**src/rtl/decoder2to4_pulse.sv**
```systemverilog
// Registered 2-to-4 one-hot decoder: each accepted code drives its Q line for PULSE_W cycles, then strobes done.
// Define DEC_GAP_EN to add a one-cycle GAP state (Q=0, done=1, ready=0) after each normal completion.
module decoder2to4_pulse #(
  parameter int unsigned PULSE_W = 4,
  parameter int unsigned CNT_W   = 4
) (
  input  logic       clk,
  input  logic       rst_n,
  input  logic [1:0] D,
  input  logic       EN,
  input  logic       valid,
  output logic       ready,
  output logic [3:0] Q,
  output logic       busy,
  output logic       done
);

`ifdef DEC_GAP_EN
  typedef enum logic [1:0] {IDLE = 2'd0, PULSE = 2'd1, GAP = 2'd2} state_t;
`else
  typedef enum logic [1:0] {IDLE = 2'd0, PULSE = 2'd1} state_t;
`endif

  localparam logic [CNT_W-1:0] CNT_LOAD = CNT_W'(PULSE_W - 1);

  state_t           state;
  logic [CNT_W-1:0] cnt;

  // Acceptance only from IDLE, and only while enabled.
  assign ready = (state == IDLE) && EN;

  always_ff @(posedge clk) begin
    if (!rst_n) begin
      state <= IDLE;
      Q     <= 4'b0000;
      busy  <= 1'b0;
      done  <= 1'b0;
      cnt   <= '0;
    end else begin
      done <= 1'b0;
      case (state)
        IDLE: begin
          if (valid && ready) begin
            Q     <= 4'b0001 << D;
            cnt   <= CNT_LOAD;
            busy  <= 1'b1;
            state <= PULSE;
          end
        end
        PULSE: begin
          // Dropping EN aborts without a completion strobe.
          if (!EN) begin
            Q     <= 4'b0000;
            busy  <= 1'b0;
            state <= IDLE;
          end else if (cnt == '0) begin
            Q    <= 4'b0000;
            busy <= 1'b0;
            done <= 1'b1;
`ifdef DEC_GAP_EN
            state <= GAP;
`else
            state <= IDLE;
`endif
          end else begin
            cnt <= cnt - 1'b1;
          end
        end
`ifdef DEC_GAP_EN
        GAP: begin
          state <= IDLE;
        end
`endif
        default: begin
          state <= IDLE;
          Q     <= 4'b0000;
          busy  <= 1'b0;
        end
      endcase
    end
  end

endmodule

```
**config.mk**
```make
export PLATFORM = sky130hd
export DESIGN_NAME = decoder2to4_pulse
export DESIGN_NICKNAME = d
export VERILOG_FILES = /design/src/rtl/decoder2to4_pulse.sv
export SDC_FILE = /design/constraint.sdc
export NUM_CORES = 1
export LEC_CHECK = 0
export CORE_AREA = 5 5 42 44
export DETAILED_ROUTE_END_ITERATION = 8
export DIE_AREA = 0 0 47 49
export GPL_ROUTABILITY_DRIVEN = 0
export MAX_ROUTING_LAYER = met4
export PLACE_DENSITY = 0.78
export SLEW_MARGIN = 10
export SYNTH_ARGS = -nofsm -noshare
export SYNTH_HDL_FRONTEND = slang
export SYNTH_SLANG_ARGS = --single-unit
export TNS_END_PERCENT = 20
```
**constraint.sdc**
```tcl
create_clock -name clk -period 2.55 [get_ports clk]
set_clock_uncertainty 0.1 [all_clocks]
set_input_delay 0.3825 -clock clk [delete_from_list [all_inputs] [get_ports clk]]
set_output_delay 0.3825 -clock clk [all_outputs]
set_load 0.01 [all_outputs]
```
; After elaboration in Yosys (flattened, before gate mapping)
; Cells that the tools add are included.
[totals]
register_bits = 12
in_bits = 6
word_cells = 37
[op_classes]
add_sub_neg = 1
n_eq_ne = 5
n_shift = 1
mux = 17
reduce_logical = 8
[op_table]
columns = op, n
row1 = 4-bit 2-to-1 mux, 6
row2 = 4-bit one-hot mux with 2 select lines, 2
row3 = 2-bit 2-to-1 mux, 3
row4 = 4-bit logical NOT, 1
row5 = 1-bit 2-to-1 mux, 4
row6 = 2-bit != test (second input constant), 2
row7 = 2-bit one-hot mux with 2 select lines, 1
row8 = 4-bit AND reduction, 1
row9 = 1-bit by 2-bit left shift with 4-bit output (first input constant), 1
row10 = 4-bit by 1-bit subtractor with 4-bit output (second input constant), 1
row11 = 3-bit != test (second input constant), 1
row12 = 3-bit AND reduction, 1
row13 = 2-bit by 1-bit equality test with 1-bit output (second input constant), 1
row14 = 1-bit logical AND, 2
row15 = 2-bit logical NOT, 1
row16 = 2-bit by 1-bit != test with 1-bit output (second input constant), 1
row17 = 1-bit one-hot mux with 2 select lines, 1
row18 = 2-bit AND reduction, 1
row19 = 2-bit nonzero test, 1

; Depth between registers and ports, before layout
; Gate-level depths: netlist (run 1).
[depth]
ltp_word = 5
depth_mapped = 5
ltp_nobuf = 5

; Worst setup path after synthesis (run 1)
; Ideal clock, no wire load.
[synth_path]
path_kind = register to register
start = register cnt[0]
end = register busy
setup_ns = 0.115
arrival_time_ns = 1.283
required_time_ns = 2.335
slack_ns = 1.052
path_stages_with_launch = 6
n_path_buf = 0
period_less_slack_ns = 1.498
cell_sequence = dfxtp_1 inv_1 ha_1 or3b_4 and3_4 o21a_1
[synth_between]
elab_chain_len = 3
[synth_lines]
columns = element, line_no
row1 = "start, declared", 27  ; logic [CNT_W-1:0] cnt;
row2 = "start signal, assigned", 66  ; cnt <= cnt - 1'b1;
row3 = 4-bit logical NOT, 56  ; end else if (cnt == '0) begin
row4 = 3-bit != test (no line), n/a
row5 = 2-bit AND reduction (no line), n/a
row6 = "end signal, assigned", 54  ; busy <= 1'b0;
row7 = "end signal, assigned", 58  ; busy <= 1'b0;
row8 = "end signal, assigned", 77  ; busy <= 1'b0;
row9 = "end, declared", 14  ; output logic busy,
; Every way passes these cells.
; A chain may end at the register's enable or synchronous reset.

; Worst setup path after layout (run 1)
[layout_path]
start = input port EN
end = output port ready
[layout_between]
elab_chain_len = 1
[layout_lines]
columns = element, line_no
row1 = "start, declared", 10  ; input logic EN,
row2 = 1-bit logical AND, 30  ; assign ready = (state == IDLE) && EN;
row3 = "end, declared", 12  ; output logic ready,
; Every way passes these cells.

==> results.py, run 1 <==
metrics = {
    "placed_design": {
        "placed_area_sq_um": 648,
        "port_buffers": 12,
        "hpwl_um": 803,
    },
    "layout": {
        "utilization": 0.479,
        "seqCellArea_sq_um": 200,
        "fill_cells": 130,
        "multi_input_area_sq_um": 293,
        "final_cell_area_sq_um": 671,
        "nets": 82,
        "drive_above_1_share": 0.0694,
        "insertedDiodeCount": 0,
        "syn2layout_area_growth_pct": 28.5,
    },
    "worst_setup_path": {
        "r2r_start": "cnt[0]$_SDFFE_PN0P_",
        "endpoint_kind": "output pin",
        "cpMostUsedCell": "clkdlybuf4s50_1",
        "critPathSlowestCell": "clkdlybuf4s50_1",
        "r2r-end": "cnt[1]$_SDFFE_PN0P_",
        "cp.arrival_ns": 1.74,
        "cp-start-kind": "primary input",
        "crit_chain": "clkdlybuf4s50_1, inv_1, nor2_1, clkdlybuf4s50_1",
        "slowest_delay_ns": 0.62,
        "ff2ff_path_depth": 5,
        "r2r_slack_ns": 0.94,
        "worstSetupPathType": "primary input to output pin",
        "critical_path.startpoint": "EN",
        "cp-endpoint": "ready",
        "required_ns": 2.07,
        "crit_fanout": 9,
    },
    "timing": {
        "fin_crit_ns": 2.23,
        "finalSetupTns_ns": 0,
        "post-route-period-util": 0.873,
        "whs_ns": 0.395,
        "worstMarginPinSlew_ns": 0.512,
        "finalHoldViolations": 0,
        "slew_viol_final": 0,
        "max_freq_mhz": 449,
        "setup_viol_count_final": 0,
        "slew_headroom": 0.657,
        "rsz0062_at_grt": "false",
    },
    "power_and_ir_drop": {
        "vdd_drop_max_v": 0.000233,
        "p_sw_frac": 0.263,
        "power.internal_uw": 248,
        "comb_power_share": 0.179,
        "p_clk_frac": 0.319,
        "switchingPower_uw": 88.6,
        "sequentialPowerShare": 0.502,
        "p_per_area_mw_per_mm2": 502,
        "p_leak_uw": 0.000234,
    },
    "synth": {
        "synth-edff-count": 0,
        "synthCells": 60,
        "ys_async_sr_fraction": 0,
        "synth_flop_cell": "dfxtp_1",
        "avgSynthCellArea_sq_um": 8.70,
        "synth_nets": 68,
        "yosysWarnings": 0,
        "synth_cell_types": 27,
        "yosys.area.top_type": "dfxtp_1",
        "mappedNetlistArea_sq_um": 522,
        "yosys-top-cells-area": "dfxtp_1, nand3_1, o211ai_1",
        "yosysSeqAreaShare": 0.384,
        "ys_ff_latch": 10,
        "synth_top_area_frac": 0.384,
    },
    "grt": {
        "overflow": 0,
        "grt_pass1_vias": 422,
        "antenna_found_initial": 0,
        "grt_pass1_wl_mm": 1.87,
        "grt_start_max_net_pins": 17,
        "grt.total_usage": 0.113,
    },
    "die": {
        "die_x_um": 47,
        "rows": 14,
        "core_area_sq_mm": 0.00140,
        "ios": 13,
        "start_util": 0.372,
        "die_y_um": 49,
        "die-area_sq_mm": 0.00230,
    },
    "routing": {
        "drtIter0Drc": 14,
        "drtPass1Iterations": 4,
        "ant_nets": 0,
        "viasPerCell": 5.49,
        "drcViolationCount": 0,
        "routed_wl_mm": 1.08,
        "wl_per_cell_um": 12.3,
        "vias": 483,
    },
    "cts": {
        "ctsResizeCount": 0,
        "numClockSinks": 10,
        "cts_buffer_depth": 2,
        "numCtsBuffers": 3,
        "cts_root_buf": "clkbuf_4",
        "path_clk_slew_ns": 0.06,
        "post_cts_buffers": 0,
        "cts_hold_buf": 0,
        "tritoncts": "built",
        "htree_num_levels": 1,
        "clock_latency_ns": 0.26,
    },
    "status": {
        "outcome": "complete, no violations",
    },
    "hold_path": {
        "holdPathStages": 2,
        "hold_path.class": "register to register",
    },
    "run": {
        "maxCapViolCount": 0,
    },
}
-- how the worst min path moves through the flow --
stage                   startpoint                  end  slack (ns)
2_1_floorplan  cnt[3]$_SDFFE_PN0P_  cnt[3]$_SDFFE_PN0P_        0.36
5_1_grt          Q[0]$_SDFFE_PN0P_    Q[0]$_SDFFE_PN0P_        0.41
3_3_place_gp   cnt[3]$_SDFFE_PN0P_  cnt[3]$_SDFFE_PN0P_        0.38
6_report         Q[1]$_SDFFE_PN0P_    Q[1]$_SDFFE_PN0P_        0.39
4_1_cts        cnt[3]$_SDFFE_PN0P_  cnt[3]$_SDFFE_PN0P_        0.40
3_5_place_dp   cnt[3]$_SDFFE_PN0P_  cnt[3]$_SDFFE_PN0P_        0.38
-- state kept, by name, summed over array words and instances (netlist names) --
name  flops
done      1
cnt       4
busy      1
Q         4
-- synth_stat cells (4+ instances only) --
master and count:
dfxtp_1 10, inv_1 4, nand2_1 6, nand3_1 6, o211ai_1 4
-- cell families (layout without fill, tap and decap cells) --
logic type / count (synthesis) / in the layout / share of synthesized area
flops: 10 / 10 / 0.384
buf+inv: 7 / 19 / 0.0551
compound gates: 15 / 15 / 0.201
fa+ha+maj: 2 / 2 / 0.0480
simple gates: 25 / 25 / 0.293
mux: 1 / 1 / 0.0192
-- per-layer routing --
metal  vias up  share of wire  global-route usage  wire [um]
met5         -              0                   -          0
met4         0          0.021              0.0691         23
met3         4          0.052              0.0221         56
met2        15           0.40               0.122        437
met1       216           0.52               0.178        568
li1        248              -                   -          -
-- worst max-delay path, delay by kind of cell --
| family | cells | cell delay [ns] |
|---|---|---|
| buf+inv | 3 | 1.27 |
| simple gates | 1 | 0.09 |
-- final cells by class --
cell class / count / share of cell area
clock buffers: 3 / 0.0336
inverters: 4 / 0.0224
multi-input cells: 43 / 0.437
flip-flops and latches: 10 / 0.299
well taps: 16 / 0.0299
repair buffers: 12 / 0.179
-- layout by cell type (no fill, tap or decap) --
| cell type | netlist | routed |
|---|---|---|
| dfxtp_1 | 10 | 10 |
| clkbuf_4 | 0 | 3 |
| nand3_1 | 6 | 6 |
| or4b_1 | 1 | 1 |
| clkdlybuf4s50_1 | 0 | 12 |
| nor2b_1 | 1 | 1 |
| a32oi_1 | 1 | 1 |
| nand2b_1 | 2 | 2 |
| and3_4 | 1 | 1 |
| ha_1 | 2 | 2 |
| or4_1 | 1 | 1 |
| or3b_4 | 1 | 1 |
| a211oi_1 | 2 | 2 |
| mux2i_1 | 1 | 1 |
| o21ai_0 | 2 | 2 |
| a311oi_1 | 2 | 2 |
| nand4_1 | 1 | 1 |
| o21a_1 | 1 | 1 |
| nand2_1 | 6 | 6 |
| o211ai_1 | 4 | 4 |
| and3b_1 | 1 | 1 |
| o22ai_1 | 1 | 1 |
| nor4bb_1 | 1 | 1 |
| a21oi_1 | 2 | 2 |
| nand4b_1 | 1 | 1 |
| inv_1 | 4 | 4 |
| nor2_1 | 2 | 2 |
-- metrics by stage --
step / setup WS [ns] / cells / total power, uW
floorplan: 1.05 / 60 / 208
global placement: 0.339 / 85 / 231
detailed placement: 0.323 / 85 / 232
CTS: 0.323 / 88 / 341
global route: 0.209 / 88 / 357
finish: 0.323 / 88 / 336
-- power by group through the flow --
stage               clock network [uW]  registers (uW)  logic (uW)
finish                             107             169        60.3
detailed placement                   0             172        60.0
global route                       120             170        67.2
global placement                     0             172        58.6
CTS                                112             169        60.2
floorplan                            0             171        37.1
No activity file was read; power rests on OpenSTA's default activity.
==> run 2, diff against run 1 <==
- CORE_AREA: 5 5 42 44 -> 2 2 39 41
- DIE_AREA: 0 0 47 49 -> 0 0 41 43
- clock period: 2.55 -> 2.35 ns (I/O delays scaled with it)
==> run 2 against run 1 <==
First-iteration DRC count down 7.1%. Final area up 1.1%. Register-to-register slack worse by 0.22 ns. Largest cell class unchanged. Largest power group unchanged. Via count up 3.9%. Die area down 23%. Core utilization up 1.1 points. Combinational power up 9.8%. Count of clock-buffer cells in the layout unchanged. Sequential power up 8%.
==> results.py, run 2 (synthesis gave the netlist of run 1 again) <==
metrics = {
    "status": {
        "outcome": "complete, no violations",
    },
    "die": {
        "start_util": 0.377,
        "die_x_um": 41,
        "ios": 13,
        "die_y_um": 43,
        "rows": 14,
        "core_area_sq_mm": 0.00138,
        "die-area_sq_mm": 0.00176,
    },
    "layout": {
        "insertedDiodeCount": 0,
        "final_common_cell": "clkdlybuf4s50_1",
        "syn2layout_area_growth_pct": 30.0,
        "utilization": 0.490,
        "fill_cells": 136,
        "drive_above_1_share": 0.0822,
        "reg_top3": "Q x4, cnt x4",
        "final_cell_mix": "clkdlybuf4s50_1, dfxtp_1, nand3_1, nand2_1",
        "nets": 83,
        "stdcell_count": 89,
    },
    "timing": {
        "worstMarginPinSlew_ns": 0.494,
        "max_freq_mhz": 505,
        "finalSetupTns_ns": 0,
        "fin_crit_ns": 1.98,
        "finalHoldViolations": 0,
        "setup_viol_count_final": 0,
        "slew_headroom": 0.670,
        "whs_ns": 0.396,
        "post-route-period-util": 0.842,
        "rsz0062_at_grt": "false",
        "slew_viol_final": 0,
        "setup_ws_ns": 0.371,
    },
    "cts": {
        "cts_buffer_depth": 2,
        "numClockSinks": 10,
        "ctsResizeCount": 0,
        "clock_latency_ns": 0.26,
        "numCtsBuffers": 3,
        "cts_root_buf": "clkbuf_4",
        "tritoncts": "built",
        "path_clk_slew_ns": 0.06,
        "cts_hold_buf": 0,
        "htree_num_levels": 1,
        "post_cts_buffers": 0,
    },
    "grt": {
        "overflow": 0,
        "grt_pass1_vias": 401,
        "antenna_found_initial": 0,
        "grt_start_max_net_pins": 17,
        "grt_pass1_wl_mm": 1.66,
        "grt.total_usage": 0.147,
    },
    "routing": {
        "routed_wl_mm": 1.04,
        "wl_per_cell_um": 11.7,
        "viasPerCell": 5.64,
        "vias": 502,
        "ant_nets": 0,
        "drtPass1Iterations": 4,
        "drcViolationCount": 0,
        "drtIter0Drc": 13,
    },
    "placed_design": {
        "pre_cts_slack_ns": 0.369,
        "place_inst": 86,
        "port_buffers": 12,
        "hpwl_um": 802,
    },
    "worst_setup_path": {
        "crit_fanout": 3,
        "cp.arrival_ns": 1.53,
        "endpoint_kind": "output pin",
        "r2r-end": "cnt[0]$_SDFFE_PN0P_",
        "worstSetupPathType": "primary input to output pin",
        "critical_path.startpoint": "EN",
        "required_ns": 1.90,
        "r2r_slack_ns": 0.72,
        "cp-start-kind": "primary input",
        "r2r_start": "cnt[0]$_SDFFE_PN0P_",
        "ff2ff_path_depth": 5,
    },
    "hold_path": {
        "worstHoldEndpoint": "Q[0]$_SDFFE_PN0P_",
        "holdPathStages": 2,
        "worstHoldStart": "Q[0]$_SDFFE_PN0P_",
        "hold_path.class": "register to register",
    },
    "power_and_ir_drop": {
        "p_leak_uw": 0.000239,
        "vdd_drop_max_v": 0.000246,
        "p_per_area_mw_per_mm2": 539,
    },
    "run": {
        "maxCapViolCount": 0,
    },
}
[run 2: cell types whose count changed in the layout (fill, tap and decap cells not counted), sizes merged]
cell | previous run | this run
buf | 0 | 1
[run 2: critical path, cell delays in order]
cell and delay (ns):
clkdlybuf4s50_1 0.48, inv_1 0.07, nor2_1 0.08, clkdlybuf4s50_1 0.54
[run 2: worst max-delay path by stage]
stage                              endpoint  slack [ns]  cells past startpoint
after global placement                ready        0.37                      4
final                                 ready        0.37                      4
after global routing                  ready        0.32                      4
after CTS                             ready        0.37                      4
after floorplan           busy$_SDFFE_PN0P_        0.85                      5
after detailed placement              ready        0.37                      4
[run 2: metrics by stage]
| step | total power, uW | area (sq um) |
|---|---|---|
| 2_1_floorplan | 226 | 522 |
| 3_3_place_gp | 252 | 656 |
| 3_5_place_dp | 253 | 656 |
| 4_1_cts | 371 | 678 |
| 5_1_grt | 387 | 678 |
| 6_report | 366 | 678 |
[run 2: where the power goes]
part | switching, uW | total (uW) | internal (uW) | leakage [uW]
Clock | 57.1 | 116 | 59.2 | 0.0000138
Combinational | 31.3 | 66.2 | 34.9 | 0.000143
Sequential | 7.42 | 183 | 176 | 0.0000814
Total | 95.8 | 366 | 270 | 0.000239
[run 2: per-layer routing]
| layer | share of wire | track usage | vias to the layer above |
|---|---|---|---|
| li1 | - | - | 253 |
| met1 | 0.49 | 0.203 | 229 |
| met2 | 0.42 | 0.166 | 15 |
| met3 | 0.045 | 0.0471 | 5 |
| met4 | 0.038 | 0.120 | 0 |
| met5 | 0 | - | - |
[run 2: cell type report]
type / instances / area (sq um) / area share
multi-input cells: 43 / 293 / 0.432
inverters: 4 / 15.0 / 0.0221
clock buffers: 3 / 22.5 / 0.0332
flip-flops and latches: 10 / 200 / 0.295
well taps: 16 / 20.0 / 0.0295
repair buffers: 13 / 128 / 0.188
==> run 3, diff against run 2 <==
- clock period: 2.35 -> 2.1 ns (I/O delays scaled with it)
==> run 3 against run 2 <==
First-iteration DRC count up 54%. Count of clock-buffer cells in the layout is 1 higher. Sequential cell count is the same. Clock power rose by 56%. Worst hold slack got worse by 0.0053 ns. Critical path type unchanged. Highest routed layer unchanged.
==> results.py, run 3 (synthesis gave the netlist of run 1 again) <==
metrics = {
    "status": {
        "outcome": "complete, no violations",
    },
    "cts": {
        "cts_root_buf": "clkbuf_4",
        "numClockSinks": 10,
        "tritoncts": "built",
        "cts_buffer_depth": 2,
        "cts_hold_buf": 0,
        "ctsResizeCount": 0,
        "clock_latency_ns": 0.27,
        "numCtsBuffers": 3,
        "path_clk_slew_ns": 0.07,
        "post_cts_buffers": 0,
        "htree_num_levels": 1,
    },
    "grt": {
        "overflow": 0,
        "grt_pass1_vias": 399,
        "use_met3": 0.0471,
        "antenna_found_initial": 0,
        "use_met1": 0.196,
        "grt.total_usage": 0.143,
        "grt_start_max_net_pins": 17,
        "grt.busiest_layer": "met1",
        "grt_pass1_wl_mm": 1.67,
        "gr-usage-met2": 0.178,
    },
    "timing": {
        "slew_headroom": 0.661,
        "worstMarginPinSlew_ns": 0.507,
        "rsz0062_at_grt": "false",
        "setup_viol_count_final": 0,
        "finalSetupTns_ns": 0,
        "max_freq_mhz": 524,
        "slew_viol_final": 0,
        "fin_crit_ns": 1.91,
        "setup_ws_ns": 0.190,
        "finalHoldViolations": 0,
        "post-route-period-util": 0.910,
    },
    "power_and_ir_drop": {
        "vdd_drop_max_v": 0.000238,
        "p_leak_uw": 0.000246,
        "total_power_uw": 461,
        "p_per_area_mw_per_mm2": 666,
    },
    "routing": {
        "routed_wl_mm": 1.10,
        "ant_nets": 0,
        "drtPass1Iterations": 4,
        "drtIter0Drc": 20,
        "wl_per_cell_um": 12.3,
        "viasPerCell": 5.46,
        "drcViolationCount": 0,
        "vias": 491,
    },
    "placed_design": {
        "pre_cts_slack_ns": 0.191,
        "placed_area_sq_um": 656,
        "port_buffers": 12,
        "hpwl_um": 822,
        "place_inst": 86,
    },
    "die": {
        "ios": 13,
        "die-area_sq_mm": 0.00176,
        "die_y_um": 43,
        "die_x_um": 41,
        "rows": 14,
        "core_area_sq_mm": 0.00138,
        "start_util": 0.377,
    },
    "layout": {
        "drive_above_1_share": 0.0946,
        "final_cell_mix": "clkdlybuf4s50_1, dfxtp_1, nand3_1, nand2_1",
        "nets": 83,
        "final_common_cell": "clkdlybuf4s50_1",
        "insertedDiodeCount": 0,
        "syn2layout_area_growth_pct": 32.6,
        "fill_cells": 132,
        "reg_top3": "Q x4, cnt x4",
        "stdcell_count": 90,
        "final_cell_area_sq_um": 692,
    },
    "worst_setup_path": {
        "crit_fanout": 3,
        "endpoint_kind": "output pin",
        "worstSetupPathType": "primary input to output pin",
        "cp.arrival_ns": 1.50,
        "required_ns": 1.68,
        "cp-start-kind": "primary input",
    },
    "run": {
        "maxCapViolCount": 0,
    },
    "hold_path": {
        "hold_path.class": "register to register",
    },
}
run 3: changes by cell type in the layout (fill, tap and decap cells not counted), sizes merged:
cell    previous run  this run
clkbuf             3         4
run 3: critical path, cell delays in order:
cell and delay [ns]:
clkdlybuf4s50_1 0.49, inv_1 0.07, nor2_1 0.08, clkdlybuf4s50_1 0.54
run 3: area by class of cell:
cell class | instances | area (sq um) | area share
clock buffers | 4 | 36.3 | 0.0524
inverters | 4 | 15.0 | 0.0217
multi-input cells | 43 | 293 | 0.423
flip-flops and latches | 10 | 200 | 0.289
well taps | 16 | 20.0 | 0.0289
repair buffers | 13 | 128 | 0.184
run 3: path summary, 6_finish.rpt:
path	start	end	slack, ns	cells past startpoint
max	EN	ready	0.19	4
min	Q[0]$_SDFFE_PN0P_	Q[0]$_SDFFE_PN0P_	0.39	2
max reg2reg	cnt[0]$_SDFFE_PN0P_	cnt[1]$_SDFFE_PN0P_	0.46	5
min reg2reg	Q[0]$_SDFFE_PN0P_	Q[0]$_SDFFE_PN0P_	0.39	2
run 3: stage by stage:
step                 util  hold WS (ns)
floorplan               -         0.364
global placement    0.474         0.371
detailed placement  0.474         0.376
CTS                 0.500         0.388
global route        0.500         0.407
finish              0.500         0.390
run 3: layer usage:
metal  routed length [um]  vias to the layer above
met3                   37                        5
li1                     -                      251
met1                  529                      223
met2                  503                       12
met4                   33                        0
met5                    0                        -
run 3: where the power goes:
part | leakage (uW) | switching (uW) | total, uW | internal, uW
clock | 0.0000210 | 75.5 | 181 | 106
combinational | 0.000143 | 35.9 | 74.9 | 39.0
sequential | 0.0000814 | 8.12 | 205 | 197
